<file path="config.mk">
export PLATFORM = sky130hd
export DESIGN_NAME = mem_port_arbiter
export DESIGN_NICKNAME = d
export VERILOG_FILES = /design/src/rtl/mem_port_arbiter.sv
export SDC_FILE = /design/constraint.sdc
export NUM_CORES = 1
export LEC_CHECK = 0
export ABC_AREA = 1
export BUFFER_PORTS_ARGS = -buffer_cell sky130_fd_sc_hd__buf_2
export CORE_MARGIN = 1.5
export CORE_UTILIZATION = 31
export CTS_BUF_LIST = sky130_fd_sc_hd__clkbuf_8 sky130_fd_sc_hd__clkbuf_16
export DETAILED_ROUTE_END_ITERATION = 12
export GPL_TIMING_DRIVEN = 1
export SLEW_MARGIN = 20
export SYNTH_ARGS = -nofsm -noshare
export SYNTH_HDL_FRONTEND = slang
export SYNTH_SLANG_ARGS = --single-unit
</file>
<file path="constraint.sdc">
create_clock -name clk -period 3.7 [get_ports clk]
set_clock_uncertainty 0.15 [all_clocks]
set_input_delay 0.74 -clock clk [delete_from_list [all_inputs] [get_ports clk]]
set_output_delay 0.74 -clock clk [all_outputs]
set_load 0.02 [all_outputs]
</file>
<file path="src/rtl/mem_port_arbiter.sv">
// Shares one 32-bit Avalon-MM master between instruction fetch and the memory stage.
// Vector accesses are split into back-to-back word beats and reassembled on reads.
module mem_port_arbiter #(
  parameter int WORD_W    = 32,
  parameter int VEC_LANES = 4
) (
  input  logic                          clk,
  input  logic                          rst,
  input  logic                          if_req,
  input  logic [31:0]                   if_addr,
  output logic [WORD_W-1:0]             if_rdata,
  output logic                          if_ready,
  input  logic                          mem_read,
  input  logic                          mem_write,
  input  logic                          mem_vector,
  input  logic [31:0]                   mem_addr,
  input  logic [WORD_W*VEC_LANES-1:0]   mem_wdata,
  output logic [WORD_W*VEC_LANES-1:0]   mem_rdata,
  output logic                          mem_ready,
  output logic [31:0]                   avm_address,
  output logic                          avm_read,
  output logic                          avm_write,
  output logic [WORD_W-1:0]             avm_writedata,
  input  logic [WORD_W-1:0]             avm_readdata,
  input  logic                          avm_waitrequest,
  output logic                          stall_all,
  output logic [1:0]                    state_dbg
);

  localparam int BEAT_W = (VEC_LANES > 1) ? $clog2(VEC_LANES) : 1;
  localparam int VEC_W  = WORD_W * VEC_LANES;

  typedef enum logic [1:0] {
    IDLE  = 2'd0,
    DATA  = 2'd1,
    FETCH = 2'd2,
    DONE  = 2'd3
  } state_t;

  state_t              state;
  logic [BEAT_W-1:0]   beat;
  logic [BEAT_W-1:0]   beat_inc;
  logic                op_write;
  logic                op_vector;
  logic [VEC_W-1:0]    wdata_q;
  logic                last_beat;
  logic                unused_addr_bits;

  assign beat_inc  = beat + 1'b1;
  assign last_beat = op_vector ? (beat == BEAT_W'(VEC_LANES - 1)) : 1'b1;
  assign state_dbg = state;
  // Byte-lane bits never reach the bus: every beat is word aligned.
  assign unused_addr_bits = ^{mem_addr[1:0], if_addr[1:0]};

  assign stall_all = ((mem_read | mem_write) & ~mem_ready) | (if_req & ~if_ready);

  always_ff @(posedge clk) begin
    if (rst) begin
      state         <= IDLE;
      beat          <= '0;
      op_write      <= 1'b0;
      op_vector     <= 1'b0;
      wdata_q       <= '0;
      avm_address   <= '0;
      avm_read      <= 1'b0;
      avm_write     <= 1'b0;
      avm_writedata <= '0;
      if_rdata      <= '0;
      if_ready      <= 1'b0;
      mem_rdata     <= '0;
      mem_ready     <= 1'b0;
    end else begin
      if_ready  <= 1'b0;
      mem_ready <= 1'b0;
      case (state)
        IDLE: begin
          // Memory stage wins: it carries the older instruction.
          if (mem_read | mem_write) begin
            op_write      <= mem_write;
            op_vector     <= mem_vector;
            wdata_q       <= mem_wdata;
            beat          <= '0;
            avm_address   <= {mem_addr[31:2], 2'b00};
            avm_read      <= ~mem_write;
            avm_write     <= mem_write;
            avm_writedata <= mem_wdata[WORD_W-1:0];
            mem_rdata     <= '0;
            state         <= DATA;
          end else if (if_req) begin
            avm_address <= {if_addr[31:2], 2'b00};
            avm_read    <= 1'b1;
            state       <= FETCH;
          end
        end
        DATA: begin
          if (!avm_waitrequest) begin
            if (!op_write) begin
              mem_rdata[int'(beat)*WORD_W +: WORD_W] <= avm_readdata;
            end
            if (last_beat) begin
              avm_read  <= 1'b0;
              avm_write <= 1'b0;
              mem_ready <= 1'b1;
              state     <= DONE;
            end else begin
              beat          <= beat_inc;
              avm_address   <= avm_address + 32'd4;
              avm_writedata <= wdata_q[int'(beat_inc)*WORD_W +: WORD_W];
            end
          end
        end
        FETCH: begin
          if (!avm_waitrequest) begin
            if_rdata <= avm_readdata;
            avm_read <= 1'b0;
            if_ready <= 1'b1;
            state    <= DONE;
          end
        end
        // One dead cycle so a requester still holding its line is not served twice.
        DONE:    state <= IDLE;
        default: state <= IDLE;
      endcase
    end
  end

endmodule

</file>
==> metrics.csv <==
metric;value;unit
final hold violations;0;
Initial Utilization;31.4;%
die width;234;um
clock latency on the worst-skew pair;0.57;ns
cell area power density;1030;nW/um2
Netlist Area Pre-Place;16500;um2
Layout Utilization;39.4;%
Synth Area per Inst;6.72;um2
placed insts;3432;
GRT Overall Usage;23.1;%
Yosys top cell by area;dfxtp_1;
Die ar.;54600;um2
Reg2Reg Setup Slack;0.55;ns
Core Region;52600;um2
Unique masters post-synth;31;
R2R depth;12;
Reg clk slew, reported paths;0.06;ns
CTS resizes;0;
row cnt;84;
clk sinks;360;
worst r2r src;state_dbg[1]$_SDFFE_PP0P_;
Final period util;85.2;%
crit path launch type;flop;
worst hold endpoint;wdata_q[54]$_SDFFE_PP0P_;
drt first pass iters;5;
routed length per instance;18.6;um
vias in the first global route;16200;
die height;234;um
Ys Warns;0;
largest net degree at the start of global routing;130;
clock buffer depth;3;
initial antenna violation count;17;
Power Total;21.3;mW
share of cells above drive strength 1;20.8;%
CTS buffer count;44;
overall routed net length;65400;um
VDD IR-drop max;592;uV
Sw Share;48.7;%
CP arrival;3.51;ns
Pint;10.9;mW
min cycle time layout;3.15;ns
NumNets Final;3032;
PortBufs;455;
Post-Syn Instances;2453;
DRC;0;
htree depth;2;
max frequency;317;MHz
hold bufs inserted after CTS;0;
gr ovfl total;0;
switching pwr;10.4;mW
reg-to-reg critical path endpoint;mem_rdata[118]$_SDFFE_PP0P_;
post-DP HPWL;44200;um
critical path type;reg2reg;
worst min-delay path class;in2reg;
Worst Min Path Start;mem_wdata[54];
Area Growth Syn to Fin;25.4;%
CP dominant cell by count;nand2_1;
Synth area leaders;dfxtp_1 44%, nor2_1 16%, o21ai_0 10%, nand2_1 6.1%, a21oi_1 5.2%;
combinational power share;50.0;%
Yosys top cell area share;43.7;%
hold depth;3;
clk root buf;clkbuf_16;
Finished Layout Cells;3518;
CP endpoint kind;flop;
number of max-cap violations;0;
most frequent cells in the layout;699 x nor2_1, 455 x buf_2, 359 x dfxtp_1, 334 x o21ai_0, 268 x nand2_1;
Fin Setup TNS;0;ns
setup violators final;0;
DRT iter0 DRCs;1459;
run status;finished clean;
slowest CP cell;inv_2;
commonest non-fill, non-tap cell in the layout;nor2_1;
Post-CTS Setup Inserts;0;
TritonCTS clock tree;done;
RD Place Congestion;0.878;
Max FO, Critical Path;32;
CP Data Required Time;4.05;ns
CP peak stage delay;0.61;ns
RSZ-0062 raised after global routing;false;
first-pass GRT wire length;97200;um
Least-Margin Pin Slew;1.08;ns
Leak;9.24;nW
crit-path cells;inv_1 -> ha_4 -> inv_4 -> nand2_1 -> nand2_1 -> inv_2 -> nand2_1 -> a21oi_4 -> nand2_2 -> inv_2 -> nor2_1 -> nor2_1;
DRT antenna net count;0;
vias;17800;
flip-flop and latch count after synthesis;360;
fin. max-slew vios;0;
Seq pwr share;29.5;%
DR vias/cell;5.05;
Clk pwr share;20.5;%
post-synthesis sequential area ratio;43.7;%
Slew HR;27.7;%
Top-Level Pins;462;
## synthesized netlist by cell type
cell type,number
or2_2,3
o21ai_1,23
inv_2,9
buf_4,7
xnor2_1,1
inv_1,78
buf_2,30
a21oi_1,170
nand3b_1,3
o22ai_1,36
nand4_1,46
dfxtp_1,360
buf_1,14
o21bai_1,15
nand2_2,2
nor2_1,702
a21oi_4,1
ha_1,11
o21ai_0,334
nor4_1,27
nand2_1,268
conb_1,1
nor2_4,1
and2_1,2
a21oi_2,1
nor3_1,38
clkbuf_1,147
a211oi_1,3
nor2_2,1
buf_6,2
nand3_1,117
## per-layer routing
metal	wire length (um)	share of wire (%)	GRT usage [%]	vias to the layer above
met5	98	0.15	0	-
met4	2120	3.2	8.07	16
met3	5270	8.1	5.74	127
met2	30400	47	38.1	630
met1	27400	42	29.1	8196
li1	-	-	-	8793
## power groups by stage
| stage | combinational [mW] | sequential (mW) | clock, mW |
|---|---|---|---|
| floorplan | 6.25 | 7.20 | 0 |
| global placement | 10.6 | 6.30 | 0 |
| detailed placement | 10.6 | 6.32 | 0 |
| CTS | 10.7 | 6.26 | 4.47 |
| global route | 11.8 | 6.44 | 4.63 |
| finish | 10.6 | 6.27 | 4.37 |
## registers in the layout, indices dropped and copies added, names as in the netlist
name           flops
wdata_q          128
beat               2
avm_address       30
state_dbg          2
if_ready           1
avm_read           1
op_write           1
op_vector          1
mem_ready          1
if_rdata          32
avm_write          1
avm_writedata     32
mem_rdata        128
## worst max-delay path, delay by kind of cell, from the launching register on
kind | cells | cell delay, ns
AOI/OAI and AO/OA | 1 | 0.35
and+or+nand+nor | 6 | 0.82
buffers and inverters | 4 | 0.92
adders and majority gates | 1 | 0.48
DFF | 1 | 0.33
## final cells by class
type / count / area, um2
fill: 5718 / 31900
multi-input combinational: 1807 / 8190
sequential: 360 / 7210
timing repair buffer: 490 / 2600
clock buffer: 53 / 1250
tap: 688 / 861
inverter: 87 / 340
clock inverter: 26 / 216
antenna: 7 / 17.5
## how the worst max path moves through the flow
stage	start	endpoint	slack [ns]	cells past startpoint
floorplan	beat[0]$_SDFFE_PP0P_	mem_rdata[42]$_SDFFE_PP0P_	1.17	13
global placement	state_dbg[1]$_SDFFE_PP0P_	mem_rdata[122]$_SDFFE_PP0P_	0.57	12
detailed placement	state_dbg[1]$_SDFFE_PP0P_	mem_rdata[118]$_SDFFE_PP0P_	0.54	12
CTS	state_dbg[1]$_SDFFE_PP0P_	mem_rdata[114]$_SDFFE_PP0P_	0.53	12
global route	state_dbg[1]$_SDFFE_PP0P_	mem_rdata[114]$_SDFFE_PP0P_	0.25	12
finish	state_dbg[1]$_SDFFE_PP0P_	mem_rdata[118]$_SDFFE_PP0P_	0.55	12
## stage by stage
step	hold slack (ns)	worst slack, ns	instance area (um2)
finish	0.240	0.547	20700
global route	0.233	0.255	20700
CTS	0.210	0.530	20700
detailed placement	0.303	0.538	19200
global placement	0.295	0.567	19200
floorplan	0.310	1.17	16500
## cell families (layout without fill, tap and decap cells)
group / after synthesis / after routing / share of synthesized area [%]
and+or+nand+nor: 1210 / 1210 / 30.1
AOI/OAI and AO/OA: 583 / 583 / 18.3
DFF: 360 / 360 / 43.7
buffers and inverters: 287 / 656 / 7.01
adders and majority gates: 11 / 11 / 0.834
other: 1 / 9 / 0.0227
xor gates and xnor gates: 1 / 1 / 0.0531
(Power assumes the default switching activity.)
